**config.mk**
```make
export PLATFORM = sky130hd
export DESIGN_NAME = apb_requester_flat
export DESIGN_NICKNAME = d
export VERILOG_FILES = /design/src/rtl/apb_requester_if.sv /design/src/rtl/apb_requester.sv /design/src/flat_wrapper.sv
export SDC_FILE = /design/constraint.sdc
export NUM_CORES = 1
export LEC_CHECK = 0
export CORE_MARGIN = 5
export CORE_UTILIZATION = 38
export CTS_BUF_LIST = sky130_fd_sc_hd__clkbuf_2 sky130_fd_sc_hd__clkbuf_4 sky130_fd_sc_hd__clkbuf_8
export DETAILED_ROUTE_END_ITERATION = 8
export PLACE_DENSITY = 0.86
export SETUP_SLACK_MARGIN = 0.4
export SYNTH_ARGS = -nofsm -noshare
export SYNTH_HDL_FRONTEND = slang
export SYNTH_SLANG_ARGS = --single-unit
```
**constraint.sdc**
```tcl
create_clock -name pclk -period 1.6 [get_ports pclk]
set_clock_uncertainty 0.15 [all_clocks]
set_input_delay 0.48 -clock pclk [delete_from_list [all_inputs] [get_ports pclk]]
set_output_delay 0.48 -clock pclk [all_outputs]
set_load 0.005 [all_outputs]
```
**src/rtl/apb_requester_if.sv**
```systemverilog
// APB5 requester/completer bus bundle; the requester drives the address/control/write-data half.
// Purely combinational wiring, no storage of its own.
// Flow control is PREADY from the completer; the requester holds its outputs while PREADY is low.
interface apb_requester_if #(
    parameter int ADDR_WIDTH = 32,
    parameter int DATA_WIDTH = 32
);
    logic [ADDR_WIDTH-1:0]   paddr;
    logic [2:0]              pprot;
    logic                    psel;
    logic                    penable;
    logic                    pwrite;
    logic [DATA_WIDTH-1:0]   pwdata;
    logic [DATA_WIDTH/8-1:0] pstrb;
    logic [DATA_WIDTH-1:0]   prdata;
    logic                    pready;
    logic                    pslverr;

    modport master (
        output paddr, pprot, psel, penable, pwrite, pwdata, pstrb,
        input  prdata, pready, pslverr
    );

    modport slave (
        input  paddr, pprot, psel, penable, pwrite, pwdata, pstrb,
        output prdata, pready, pslverr
    );
endinterface

```
**src/rtl/apb_requester.sv**
```systemverilog
// APB5 requester: single-beat cmd valid/ready -> SETUP/ACCESS transfer -> rsp valid/ready (watchdog via APB_REQ_TIMEOUT_EN).
// Latency: accept to rsp_valid = 2 + wait states; at least 4 cycles per transfer with rsp_ready held high.
// Backpressure: cmd_ready only in IDLE; rsp_valid without rsp_ready stalls with the payload frozen.
module apb_requester #(
    parameter int DATA_WIDTH     = 32,
    parameter int ADDR_WIDTH     = 32,
    parameter int TIMEOUT_CYCLES = 16
) (
    input  logic                    pclk,
    input  logic                    preset_n,
    input  logic                    cmd_valid,
    output logic                    cmd_ready,
    input  logic                    cmd_write,
    input  logic [ADDR_WIDTH-1:0]   cmd_addr,
    input  logic [DATA_WIDTH-1:0]   cmd_wdata,
    input  logic [DATA_WIDTH/8-1:0] cmd_strb,
    input  logic [2:0]              cmd_prot,
    output logic                    rsp_valid,
    input  logic                    rsp_ready,
    output logic [DATA_WIDTH-1:0]   rsp_rdata,
    output logic                    rsp_err,
    output logic                    rsp_timeout,
    apb_requester_if.master         apb
);

    localparam int STRB_WIDTH = DATA_WIDTH / 8;

    if (DATA_WIDTH != 8 && DATA_WIDTH != 16 && DATA_WIDTH != 32) begin : g_bad_data_width
        $error("apb_requester: DATA_WIDTH must be 8, 16 or 32");
    end
    if (ADDR_WIDTH < 1 || ADDR_WIDTH > 32) begin : g_bad_addr_width
        $error("apb_requester: ADDR_WIDTH must be 1..32");
    end
    if (TIMEOUT_CYCLES < 1) begin : g_bad_timeout
        $error("apb_requester: TIMEOUT_CYCLES must be at least 1");
    end

    typedef enum logic [1:0] {
        IDLE   = 2'd0,
        SETUP  = 2'd1,
        ACCESS = 2'd2,
        RESP   = 2'd3
    } state_t;

    state_t state;
    state_t state_nxt;

    logic [ADDR_WIDTH-1:0] paddr_q;
    logic [2:0]            pprot_q;
    logic                  psel_q;
    logic                  penable_q;
    logic                  pwrite_q;
    logic [DATA_WIDTH-1:0] pwdata_q;
    logic [STRB_WIDTH-1:0] pstrb_q;

    logic cmd_fire;
    logic xfer_done;
    logic abort;

    assign cmd_fire  = cmd_valid & cmd_ready;
    // PSLVERR/PRDATA are only meaningful on a psel & penable & pready cycle.
    assign xfer_done = (state == ACCESS) & psel_q & penable_q & apb.pready;

`ifdef APB_REQ_TIMEOUT_EN
    localparam int CNT_W = $clog2(TIMEOUT_CYCLES + 1);

    logic [CNT_W-1:0] wait_cnt;

    always_ff @(posedge pclk or negedge preset_n) begin
        if (!preset_n) begin
            wait_cnt <= '0;
        end else if (state == SETUP) begin
            wait_cnt <= '0;
        end else if (state == ACCESS && !apb.pready) begin
            wait_cnt <= wait_cnt + 1'b1;
        end
    end

    // Abort on the cycle whose low PREADY would bring the count to TIMEOUT_CYCLES.
    assign abort = (state == ACCESS) && !apb.pready &&
                   (wait_cnt == CNT_W'(TIMEOUT_CYCLES - 1));

    always_ff @(posedge pclk or negedge preset_n) begin
        if (!preset_n) begin
            rsp_timeout <= 1'b0;
        end else if (xfer_done) begin
            rsp_timeout <= 1'b0;
        end else if (abort) begin
            rsp_timeout <= 1'b1;
        end
    end
`else
    assign abort       = 1'b0;
    assign rsp_timeout = 1'b0;
`endif

    always_ff @(posedge pclk or negedge preset_n) begin
        if (!preset_n) begin
            state <= IDLE;
        end else begin
            state <= state_nxt;
        end
    end

    always_comb begin
        state_nxt = state;
        unique case (state)
            IDLE:    if (cmd_fire)            state_nxt = SETUP;
            SETUP:                            state_nxt = ACCESS;
            ACCESS:  if (xfer_done || abort)  state_nxt = RESP;
            RESP:    if (rsp_ready)           state_nxt = IDLE;
            default:                          state_nxt = IDLE;
        endcase
    end

    // Handshake flags are registered so that every output reads 0 while in reset.
    always_ff @(posedge pclk or negedge preset_n) begin
        if (!preset_n) begin
            cmd_ready <= 1'b0;
            rsp_valid <= 1'b0;
        end else begin
            cmd_ready <= (state_nxt == IDLE);
            rsp_valid <= (state_nxt == RESP);
        end
    end

    always_ff @(posedge pclk or negedge preset_n) begin
        if (!preset_n) begin
            paddr_q   <= '0;
            pprot_q   <= '0;
            psel_q    <= 1'b0;
            penable_q <= 1'b0;
            pwrite_q  <= 1'b0;
            pwdata_q  <= '0;
            pstrb_q   <= '0;
        end else begin
            unique case (state)
                IDLE: begin
                    if (cmd_fire) begin
                        psel_q    <= 1'b1;
                        penable_q <= 1'b0;
                        paddr_q   <= cmd_addr;
                        pprot_q   <= cmd_prot;
                        pwrite_q  <= cmd_write;
                        pwdata_q  <= cmd_write ? cmd_wdata : '0;
                        pstrb_q   <= cmd_write ? cmd_strb  : '0;
                    end
                end
                SETUP: begin
                    penable_q <= 1'b1;
                end
                ACCESS: begin
                    // pwrite/pprot deliberately keep their last value between transfers.
                    if (xfer_done || abort) begin
                        psel_q    <= 1'b0;
                        penable_q <= 1'b0;
                        paddr_q   <= '0;
                        pwdata_q  <= '0;
                        pstrb_q   <= '0;
                    end
                end
                default: begin
                end
            endcase
        end
    end

    always_ff @(posedge pclk or negedge preset_n) begin
        if (!preset_n) begin
            rsp_rdata <= '0;
            rsp_err   <= 1'b0;
        end else if (xfer_done) begin
            rsp_rdata <= pwrite_q ? '0 : apb.prdata;
            rsp_err   <= apb.pslverr;
        end else if (abort) begin
            rsp_rdata <= '0;
            rsp_err   <= 1'b1;
        end
    end

    assign apb.paddr   = paddr_q;
    assign apb.pprot   = pprot_q;
    assign apb.psel    = psel_q;
    assign apb.penable = penable_q;
    assign apb.pwrite  = pwrite_q;
    assign apb.pwdata  = pwdata_q;
    assign apb.pstrb   = pstrb_q;

    a_penable_needs_psel: assert property (@(posedge pclk) disable iff (!preset_n)
        penable_q |-> psel_q);

    a_cmd_rsp_exclusive: assert property (@(posedge pclk) disable iff (!preset_n)
        !(cmd_ready && rsp_valid));

    a_access_stable: assert property (@(posedge pclk) disable iff (!preset_n)
        (state == ACCESS && !apb.pready && !abort) |=>
            $stable({paddr_q, pprot_q, psel_q, penable_q, pwrite_q, pwdata_q, pstrb_q}));

endmodule

```
**src/flat_wrapper.sv**
```systemverilog
// flat-port wrapper written by rule: the top's interface ports become plain ports
module apb_requester_flat 
#(
    parameter int DATA_WIDTH     = 32,
    parameter int ADDR_WIDTH     = 32,
    parameter int TIMEOUT_CYCLES = 16
)
  (pclk, preset_n, cmd_valid, cmd_ready, cmd_write, cmd_addr, cmd_wdata, cmd_strb, cmd_prot, rsp_valid, rsp_ready, rsp_rdata, rsp_err, rsp_timeout, apb_paddr, apb_pprot, apb_psel, apb_penable, apb_pwrite, apb_pwdata, apb_pstrb, apb_prdata, apb_pready, apb_pslverr);
  apb_requester_if #(.ADDR_WIDTH(ADDR_WIDTH), .DATA_WIDTH(DATA_WIDTH)) apb_i ();
  input  logic pclk;
  input  logic preset_n;
  input  logic cmd_valid;
  output logic cmd_ready;
  input  logic cmd_write;
  input  logic [ADDR_WIDTH-1:0] cmd_addr;
  input  logic [DATA_WIDTH-1:0] cmd_wdata;
  input  logic [DATA_WIDTH/8-1:0] cmd_strb;
  input  logic [2:0] cmd_prot;
  output logic rsp_valid;
  input  logic rsp_ready;
  output logic [DATA_WIDTH-1:0] rsp_rdata;
  output logic rsp_err;
  output logic rsp_timeout;
  output wire logic [$bits(apb_i.paddr)-1:0] apb_paddr;
  output wire logic [$bits(apb_i.pprot)-1:0] apb_pprot;
  output wire logic [$bits(apb_i.psel)-1:0] apb_psel;
  output wire logic [$bits(apb_i.penable)-1:0] apb_penable;
  output wire logic [$bits(apb_i.pwrite)-1:0] apb_pwrite;
  output wire logic [$bits(apb_i.pwdata)-1:0] apb_pwdata;
  output wire logic [$bits(apb_i.pstrb)-1:0] apb_pstrb;
  input wire logic [$bits(apb_i.prdata)-1:0] apb_prdata;
  input wire logic [$bits(apb_i.pready)-1:0] apb_pready;
  input wire logic [$bits(apb_i.pslverr)-1:0] apb_pslverr;
  assign apb_paddr = apb_i.paddr;
  assign apb_pprot = apb_i.pprot;
  assign apb_psel = apb_i.psel;
  assign apb_penable = apb_i.penable;
  assign apb_pwrite = apb_i.pwrite;
  assign apb_pwdata = apb_i.pwdata;
  assign apb_pstrb = apb_i.pstrb;
  assign apb_i.prdata = apb_prdata;
  assign apb_i.pready = apb_pready;
  assign apb_i.pslverr = apb_pslverr;
  apb_requester #(.DATA_WIDTH(DATA_WIDTH), .ADDR_WIDTH(ADDR_WIDTH), .TIMEOUT_CYCLES(TIMEOUT_CYCLES)) u_core (.pclk(pclk), .preset_n(preset_n), .cmd_valid(cmd_valid), .cmd_ready(cmd_ready), .cmd_write(cmd_write), .cmd_addr(cmd_addr), .cmd_wdata(cmd_wdata), .cmd_strb(cmd_strb), .cmd_prot(cmd_prot), .rsp_valid(rsp_valid), .rsp_ready(rsp_ready), .rsp_rdata(rsp_rdata), .rsp_err(rsp_err), .rsp_timeout(rsp_timeout), .apb(apb_i));
endmodule
```
==> results.toml, run 1 <==
[sta]
period_needed_ps = 1744
fmax_mhz = 573.2
hold_viol = 0
hold_ws_ps = 351.5
setup_ws_ps = -144.5
setup_viol = 105
fin_crit_sh_pct = 109.0
drv_slew = 0
rsz0062_at_grt = "yes"

[floorplan]
rows = 40
dieArea_um2 = 14500
initial_core_util_pct = 38.73
num_io_pins = 220
fp.dieW_um = 120.4
coreArea_um2 = 11960
dieHeight_um = 120.4

[pwr]
power_density_nw_per_um2 = 1556
power_uw = 13860
leakagePower_uw = 0.004297
ir_drop_mv = 0.7459

[worst_hold_path]
hold_path_class = "flop to flop"

[critical_path]
critPathKind = "flop to flop"
cp.required_ps = 1720
cp-end-kind = "flop"
critPathLaunchType = "flop"
cp.arrival_ps = 1860
path_max_fanout = 13

[grt]
antenna_found_initial = 0
grt_max_degree = 58
grt_pass1_wl_um = 25740
grt-busiest-layer = "met2"
use_met2_pct = 39.12
grt_pass1_vias = 4824
overflow = 0
met1_usage_pct = 27.41
met3_usage_pct = 5.098
grtUsageTotal_pct = 22.53

[detailed_routing]
final_antenna_net_count = 0
drtPass1Iterations = 5
wl_per_cell_um = 20.78
dr.first_iter.drc_count = 355
vias = 4886
via_per_inst = 5.198
drc = 0
routed_wl_um = 19530

[finish]
final_layout_size_suffix_gt1_share_pct = 51.32
fill_cells = 786
antenna_cells = 0
final_nets = 898
final_core_util_pct = 74.45
area_growth_pct = 92.20

[synthesis]
synthTopCellsByCount = "115 x nand2_1, 111 x dfrtp_1, 63 x o21ai_0"
synthAdderAreaFrac_pct = 0
yosysSeqAreaShare_pct = 59.95
synthArstFlopShare_pct = 100.0
synth_edf_count = 0
yosysTopAreaCellShare_pct = 59.95
synthMuxAreaShare_pct = 8.021
synth_top_family_by_area = "simple AND/OR/NAND/NOR gates"
synth_area_leaders = "dfrtp_1 60%, nand2_1 9.3%, mux2_1 7.5%"
synth.most_common_cell = "nand2_1"
synth_cells = 445
ys_ff_latch = 111
yosysUniqueCellTypes = 27
synthSimpleGateAreaFrac_pct = 18.82
syn_nets = 555
synthFlopType = "dfrtp_1"
syn_area_um2 = 4633
ys_warn_count = 0
synth_compound_area_share_pct = 8.183
syn_avg_cell_area_um2 = 10.41
synthXorXnorAreaFrac_pct = 0
yosysTopAreaCell = "dfrtp_1"

[status]
status = "complete, but fails checks"
violations = "negative setup slack"

[cts]
cts_buffers = 9
cts_sinks = 111
cts_root_buf = "clkbuf_8"
cts_buffer_depth = 2
cts_max_level = 3
cts_tree = "yes"
clkSlewWorstSetupHoldPaths_ps = 110
clock_latency_ps = 360

[place]
place_congestion = 0.7844
dp_hpwl_um = 9972
io_buffers = 218

[job]
maxCapViolCount = 0
-- repair_timing --
action / in CTS / in global routing
gates resized for setup: 546 / 128
endpoints found under the hold margin: 111 / 0
setup buffers: 46 / 61
setup endpoints to repair: 219 / 219
hold buffers: 1 / 0
pin swaps: 21 / 53
cloned: 14 / 9
-- registers in the layout, indices dropped and copies added (netlist names) --
name / cells
u_core.apb.penable: 1
u_core.apb.psel: 1
u_core.state: 2
u_core.apb.pstrb: 4
u_core.rsp_err: 1
u_core.apb.pprot: 3
u_core.apb.paddr: 32
u_core.cmd_ready: 1
u_core.apb.pwrite: 1
u_core.rsp_valid: 1
u_core.apb.pwdata: 32
u_core.rsp_rdata: 32
-- layout by cell type, fill, tap and decap left out, drive strengths merged --
cell type      count
nor2b             32
nand4bb            1
conb               1
inv                2
bufbuf             2
nand3             37
dlygate4sd2        1
nor2               1
clkbuf            18
or3                1
mux2              33
buf              249
o22ai              1
clkinvlp           1
nand2            116
dfrtp            111
clkinv             3
o21ai             70
dlygate4sd3        1
o21a               1
nor3               1
a21o               1
o211ai             1
and4bb             1
clkdlybuf4s50    107
-- layout make-up --
cell class                      count  area [um^2]  share of cell area, %
Clock buffer                       11        151.4                  1.700
Timing Repair Buffer              367         3468                  38.95
Clock inverter                      5        31.28                 0.3513
Multi-Input combinational cell    298         2287                  25.68
Inverter                            1        3.754                0.04215
Tap cell                          147        183.9                  2.065
Sequential cell                   111         2779                  31.21
-- layer usage --
layer | vias to the layer above | part of all wire, %
met3 | 54 | 6.3
met5 | - | 0
met4 | 0 | 3.5
met2 | 237 | 52
li1 | 2170 | -
met1 | 2425 | 38
-- report_power, final --
group | switching [uW] | leakage (uW) | internal [uW] | total, uW
logic | 3090 | 0.00275 | 4410 | 7490
registers | 776 | 0.00145 | 3980 | 4750
clock network | 960 | 0.0000955 | 651 | 1610
total | 4820 | 0.00430 | 9040 | 13900
-- worst paths after layout --
kind	startpoint	to	slack (ps)	depth (start not counted)
worst max-delay path	u_core.apb.penable	u_core.apb.pwdata[22]	-140	7
worst min-delay path	u_core.rsp_rdata[27]	u_core.rsp_rdata[27]	350	1
worst max register to register	u_core.apb.penable	u_core.apb.pwdata[22]	-140	7
worst min register to register	u_core.rsp_rdata[27]	u_core.rsp_rdata[27]	350	1
max in group asynchronous	preset_n	u_core.apb.paddr[6]	510	3
min in group asynchronous	preset_n	u_core.rsp_rdata[23]	510	3
-- logic make-up (layout without fill, tap and decap cells) --
group | count (synthesis) | in the layout
AOI/OAI and AO/OA | 74 | 74
buffers and inverters | 36 | 384
DFF | 111 | 111
muxes | 33 | 33
other | 1 | 1
and+or+nand+nor | 190 | 190
-- per-stage QoR --
| step | TNS, ps | instances | setup slack, ps | area [um^2] |
|---|---|---|---|---|
| 4_1_cts | -5450 | 870 | -113.8 | 7782 |
| 3_3_place_gp | -47670 | 793 | -479.3 | 7108 |
| 3_5_place_dp | -52130 | 793 | -554.3 | 7108 |
| 2_1_floorplan | 0 | 445 | 31.17 | 4777 |
| 6_report | -6764 | 940 | -144.5 | 8905 |
| 5_1_grt | -13280 | 940 | -249.8 | 8905 |
-- critical path, stage by stage (launching register included) --
cell	delay, ps
dfrtp_1	420
buf_6	140
nand2_4	60
nor3_4	50
buf_4	140
buf_12	150
bufbuf_16	270
o21ai_0	260
No activity file was read; power rests on OpenSTA's default activity.
==> inputs of run 2 (changes only) <==
--- a/config.mk
+++ b/config.mk
@@ -6,10 +6,10 @@
 export NUM_CORES = 1
 export LEC_CHECK = 0
 export CORE_MARGIN = 5
-export CORE_UTILIZATION = 38
+export CORE_UTILIZATION = 46
 export CTS_BUF_LIST = sky130_fd_sc_hd__clkbuf_2 sky130_fd_sc_hd__clkbuf_4 sky130_fd_sc_hd__clkbuf_8
 export DETAILED_ROUTE_END_ITERATION = 8
-export PLACE_DENSITY = 0.86
+export PLACE_DENSITY = 0.95
 export SETUP_SLACK_MARGIN = 0.4
 export SYNTH_ARGS = -nofsm -noshare
 export SYNTH_HDL_FRONTEND = slang
==> constraint.sdc (replaced) <==
create_clock -name pclk -period 2.08 [get_ports pclk]
set_clock_uncertainty 0.15 [all_clocks]
set_input_delay 0.624 -clock pclk [delete_from_list [all_inputs] [get_ports pclk]]
set_output_delay 0.624 -clock pclk [all_outputs]
set_load 0.005 [all_outputs]
==> run 2 against run 1 <==
  * The run now ends clean
  * Non-clock buffer count fell by 41
  * Clock power fell by 27%
  * Worst hold slack improved by 13 ps
  * Global-route usage rose by 2.8 points
  * Total power fell by 33%
  * Cell area fell by 12%
  * Register-to-register slack improved by 500 ps
  * Sequential share of layout area rose by 4.4 points
  * First-iteration DRC count fell by 22%
  * Utilization rose by 5.2 points
  * Sequential power fell by 24%
  * Largest cell class unchanged
==> results.toml, run 2 (synthesis results as in run 1) <==
[place]
dp_hpwl_um = 10270
place_congestion = 0.7784
dp_cells = 779
io_buffers = 218

[sta]
fin_crit_sh_pct = 82.77
drv_slew = 0
rsz0062_at_grt = "yes"
hold_viol = 0
setup_tns_ps = 0
period_needed_ps = 1722
setup_viol = 0
fmax_mhz = 580.9

[grt]
grt_pass1_vias = 4592
overflow = 0
grt_max_degree = 48
antenna_found_initial = 0
grtUsageTotal_pct = 25.34
grt_pass1_wl_um = 23580

[critical_path]
critPathMaxStageDelay_ps = 470
critPathLaunchType = "flop"
r2r_start = "u_core.state[1]"
critPathTopFamily = "flip-flops"
cp-end-kind = "flop"
critPathKind = "flop to flop"
critPathBufInv = 3
r2r_cells = 6
cpMaxStageDelayCell = "dfrtp_2"
crit_top_cell = "buf_12"
crit_chain = "nand2_4, nor3_4, buf_12, buf_12, clkbuf_16, mux2_4"
reg2reg_to = "u_core.rsp_rdata[5]"
cp.required_ps = 2170
reg2reg_slack_ps = 360
path_max_fanout = 8
cp.arrival_ps = 1820

[worst_hold_path]
holdPathEnd = "u_core.rsp_rdata[11]"
hp-start = "u_core.rsp_rdata[11]"
min_path_cells = 1
hold_path_class = "flop to flop"

[finish]
final_core_util_pct = 79.63
fin_cells = 884
area_growth_pct = 68.76
mostFrequentLayoutCells = "114 x nand2_1, 109 x dfrtp_1, 108 x buf_2"
layout_commonest_cell = "nand2_1"
final_layout_size_suffix_gt1_share_pct = 37.15
antenna_cells = 0
fill_cells = 600
final_nets = 857

[detailed_routing]
via_per_inst = 5.119
routed_wl_um = 16660
drc = 0
final_antenna_net_count = 0
drtPass1Iterations = 4
dr.first_iter.drc_count = 278
wl_per_cell_um = 18.84
vias = 4525

[cts]
cts_buffers = 9
cts_sinks = 111
clkSlewWorstSetupHoldPaths_ps = 100
cts_root_buf = "clkbuf_8"
cts_buffer_depth = 2
cts_tree = "yes"
cts_max_level = 3
clock_latency_ps = 360

[job]
maxCapViolCount = 0

[pwr]
power_density_nw_per_um2 = 1189
intPower_uw = 6207
p_sw_share_pct = 33.24
seqPwrFrac_pct = 38.7
leakagePower_uw = 0.003862
pwr-share-clk_pct = 12.7
combPwrFrac_pct = 48.5
p_sw_uw = 3091
ir_drop_mv = 0.6965

[floorplan]
dieArea_um2 = 12180
initial_core_util_pct = 47.18
fp.dieW_um = 110.4
rows = 36
coreArea_um2 = 9819
num_io_pins = 220
dieHeight_um = 110.4

[status]
status = "finished, final reports clean"
-- run 2: routing by layer --
layer	track usage [%]	vias up	routed length [um]
li1	-	2072	-
met3	6.115	40	1218
met4	10.29	0	516
met2	45.45	214	8519
met5	0	-	0
met1	28.95	2199	6402
-- run 2: power groups by stage --
stage / sequential (uW) / clock, uW / combinational, uW
floorplan: 3650 / 0 / 1250
global placement: 3600 / 0 / 3640
detailed placement: 3660 / 0 / 3800
CTS: 3550 / 1180 / 3700
global route: 3700 / 1280 / 4860
finish: 3600 / 1180 / 4510
-- run 2: cell type report --
class | count | area, um^2 | area share, %
clock inverters | 4 | 22.52 | 0.2880
clock buffers | 11 | 145.1 | 1.856
flip-flops and latches | 111 | 2780 | 35.56
well taps | 133 | 166.4 | 2.128
repair buffers | 326 | 2893 | 37.00
multi-input cells | 298 | 1808 | 23.12
inverters | 1 | 3.754 | 0.04801
-- run 2: what timing repair did --
item / CTS / global route
hold buffers: 1 / 0
endpoints found under the setup margin: 212 / 176
setup buffers: 41 / 36
gates cloned: 7 / 5
pin swaps: 1 / 2
endpoints found under the hold margin: 9 / 0
resized for setup: 454 / 49
-- run 2: per-stage QoR --
stage          area [um^2]  total power, uW  worst slack (ps)  hold slack, ps
2_1_floorplan         4688             4900             403.4           178.4
3_3_place_gp          7069             7238            -203.2           310.4
3_5_place_dp          7069             7458            -270.2           323.6
4_1_cts               7298             8437             317.0           342.5
5_1_grt               7819             9844             314.1           372.2
6_report              7819             9298             358.4           364.7
-- run 2: how the worst max path moves through the flow --
stage / startpoint / end / slack, ps / cells past startpoint
after floorplan: apb_pready / u_core.rsp_rdata[0] / 400 / 5
after global placement: apb_pready / u_core.apb.pwdata[10] / -200 / 6
after detailed placement: apb_pready / u_core.apb.pwdata[20] / -270 / 6
after CTS: u_core.cmd_ready / cmd_ready / 320 / 1
after global routing: u_core.apb.psel / u_core.rsp_rdata[5] / 310 / 7
final: u_core.state[1] / u_core.rsp_rdata[5] / 360 / 6
==> inputs of run 3 (changes only) <==
--- a/config.mk
+++ b/config.mk
@@ -6,10 +6,10 @@
 export NUM_CORES = 1
 export LEC_CHECK = 0
 export CORE_MARGIN = 5
-export CORE_UTILIZATION = 46
+export CORE_UTILIZATION = 42
 export CTS_BUF_LIST = sky130_fd_sc_hd__clkbuf_2 sky130_fd_sc_hd__clkbuf_4 sky130_fd_sc_hd__clkbuf_8
 export DETAILED_ROUTE_END_ITERATION = 8
-export PLACE_DENSITY = 0.95
+export PLACE_DENSITY = 0.9
 export SETUP_SLACK_MARGIN = 0.4
 export SYNTH_ARGS = -nofsm -noshare
 export SYNTH_HDL_FRONTEND = slang
==> constraint.sdc (replaced) <==
create_clock -name pclk -period 1.7 [get_ports pclk]
set_clock_uncertainty 0.15 [all_clocks]
set_input_delay 0.51 -clock pclk [delete_from_list [all_inputs] [get_ports pclk]]
set_output_delay 0.51 -clock pclk [all_outputs]
set_load 0.005 [all_outputs]
==> run 3 against run 2 <==
  * The flow now finishes with violations (negative setup slack)
  * Clock power rose by 59%
  * Cell count rose by 1.8%
  * Largest cell class unchanged
  * Via count rose by 3.8%
  * Combinational power rose by 27%
  * Non-clock buffer count rose by 9
  * Cell area rose by 4.4%
  * Die area rose by 8.6%
  * Critical path depth did not move
  * Global-route usage fell by 3.2 points
  * Total power rose by 29%
==> results.toml, run 3 (synthesis results as in run 1) <==
[status]
status = "complete, but fails checks"
violations = "negative setup slack"

[critical_path]
cp-end-kind = "flop"
cp.required_ps = 1810
cpMaxStageDelayCell = "dfrtp_1"
critPathLaunchType = "flop"
path_max_fanout = 6
critPathBufInv = 3
critPathMaxStageDelay_ps = 410
crit_top_cell = "buf_6"
critPathKind = "flop to flop"
cp.arrival_ps = 1810
critPathTopFamily = "buffers and inverters"
crit_chain = "buf_6, nand2_4, nor3_4, buf_6, clkbuf_16, mux2_4"

[grt]
grt_pass1_vias = 4582
grtUsageTotal_pct = 22.19
grt_pass1_wl_um = 23200
grt_max_degree = 51
antenna_found_initial = 0
overflow = 0

[sta]
setup_viol = 4
fmax_mhz = 586.8
hold_viol = 0
fin_crit_sh_pct = 100.2
hold_ws_ps = 368.9
setup_ws_ps = -4.204
drv_slew = 0
rsz0062_at_grt = "yes"
period_needed_ps = 1704

[finish]
final_layout_size_suffix_gt1_share_pct = 42.76
fill_cells = 697
antenna_cells = 0
final_cell_area_um2 = 8167
layout_commonest_cell = "nand2_1"
mostFrequentLayoutCells = "113 x nand2_1, 110 x buf_2, 110 x dfrtp_1"
area_growth_pct = 76.26
final_nets = 866

[floorplan]
dieArea_um2 = 13230
num_io_pins = 220
initial_core_util_pct = 42.74
dieHeight_um = 115.0
rows = 38
fp.dieW_um = 115.0
coreArea_um2 = 10840

[cts]
cts_root_buf = "clkbuf_8"
cts_tree = "yes"
cts_sinks = 111
cts_max_level = 3
cts_buffers = 9
cts_buffer_depth = 2
clkSlewWorstSetupHoldPaths_ps = 100
clock_latency_ps = 360

[pwr]
ir_drop_mv = 0.8624
power_uw = 11990
power_density_nw_per_um2 = 1468
leakagePower_uw = 0.003958

[detailed_routing]
routed_wl_um = 17090
drc = 0
vias = 4695
wl_per_cell_um = 18.99
via_per_inst = 5.217
dr.first_iter.drc_count = 300
final_antenna_net_count = 0
drtPass1Iterations = 5

[job]
maxCapViolCount = 0

[place]
dpl_cell_area_um2 = 7222
dp_hpwl_um = 10110
io_buffers = 218
place_congestion = 0.8957

[worst_hold_path]
hold_path_class = "flop to flop"
==> run 3: cell count changes in the layout (fill, tap and decap cells not counted), moves of 3 or more <==
cell,previous run,this run
buf_12,10,14
buf_16,7,4
buf_4,76,79
buf_6,7,10
bufinv_16,0,3
clkbuf_16,5,9
nand3_1,37,9
nand3_2,0,26
o21ai_0,50,12
o21ai_1,14,45
o21ai_2,6,12
==> run 3: stage by stage <==
stage | instances | TNS, ps | setup WS [ps] | util (%)
5_1_grt | 900 | -1372 | -55.10 | 75.33
4_1_cts | 849 | 0 | 46.91 | 68.09
6_report | 900 | -8.324 | -4.204 | 75.33
3_3_place_gp | 788 | -43360 | -449.7 | 66.62
2_1_floorplan | 445 | 0 | 130.9 | -
3_5_place_dp | 788 | -47490 | -545.2 | 66.62
==> run 3: where the power goes <==
part	internal, uW	switching, uW
clock	1000	880
combinational	3370	2340
sequential	3740	654
total	8120	3870
==> run 3: final cells by class <==
type                    instances  area (um^2)  share of cell area (%)
inverters                       1        3.754                 0.04596
multi-input cells             298         2009                   24.61
clock inverters                 4        95.09                   1.164
clock buffers                  11        138.9                   1.701
well taps                     140        175.2                   2.145
repair buffers                335         2965                   36.31
flip-flops and latches        111         2779                   34.03
==> run 3: repair_timing <==
action	in CTS	in global routing
endpoints found under the setup margin	219	240
resized for setup	451	76
hold buffers	1	0
gates cloned	5	10
pin swaps	1	7
endpoints found under the hold margin	11	0
buffers inserted	40	41
==> run 3: worst paths after layout <==
check                                   start                    to  slack, ps  depth (start not counted)
setup / recovery           u_core.apb.penable   u_core.rsp_rdata[1]         -4                          6
hold / removal                 u_core.rsp_err        u_core.rsp_err        370                          1
setup reg to reg           u_core.apb.penable   u_core.rsp_rdata[1]         -4                          6
hold reg to reg                u_core.rsp_err        u_core.rsp_err        370                          1
max in group asynchronous            preset_n  u_core.apb.paddr[15]        480                          3
min in group asynchronous            preset_n  u_core.apb.paddr[29]        400                          2
==> run 3: routing by layer <==
metal	wire, um	track usage (%)	share of wire (%)
met3	1277	4.421	7.5
met4	601	9.390	3.5
met2	8660	38.04	51
met1	6550	27.35	38
met5	0	0	0
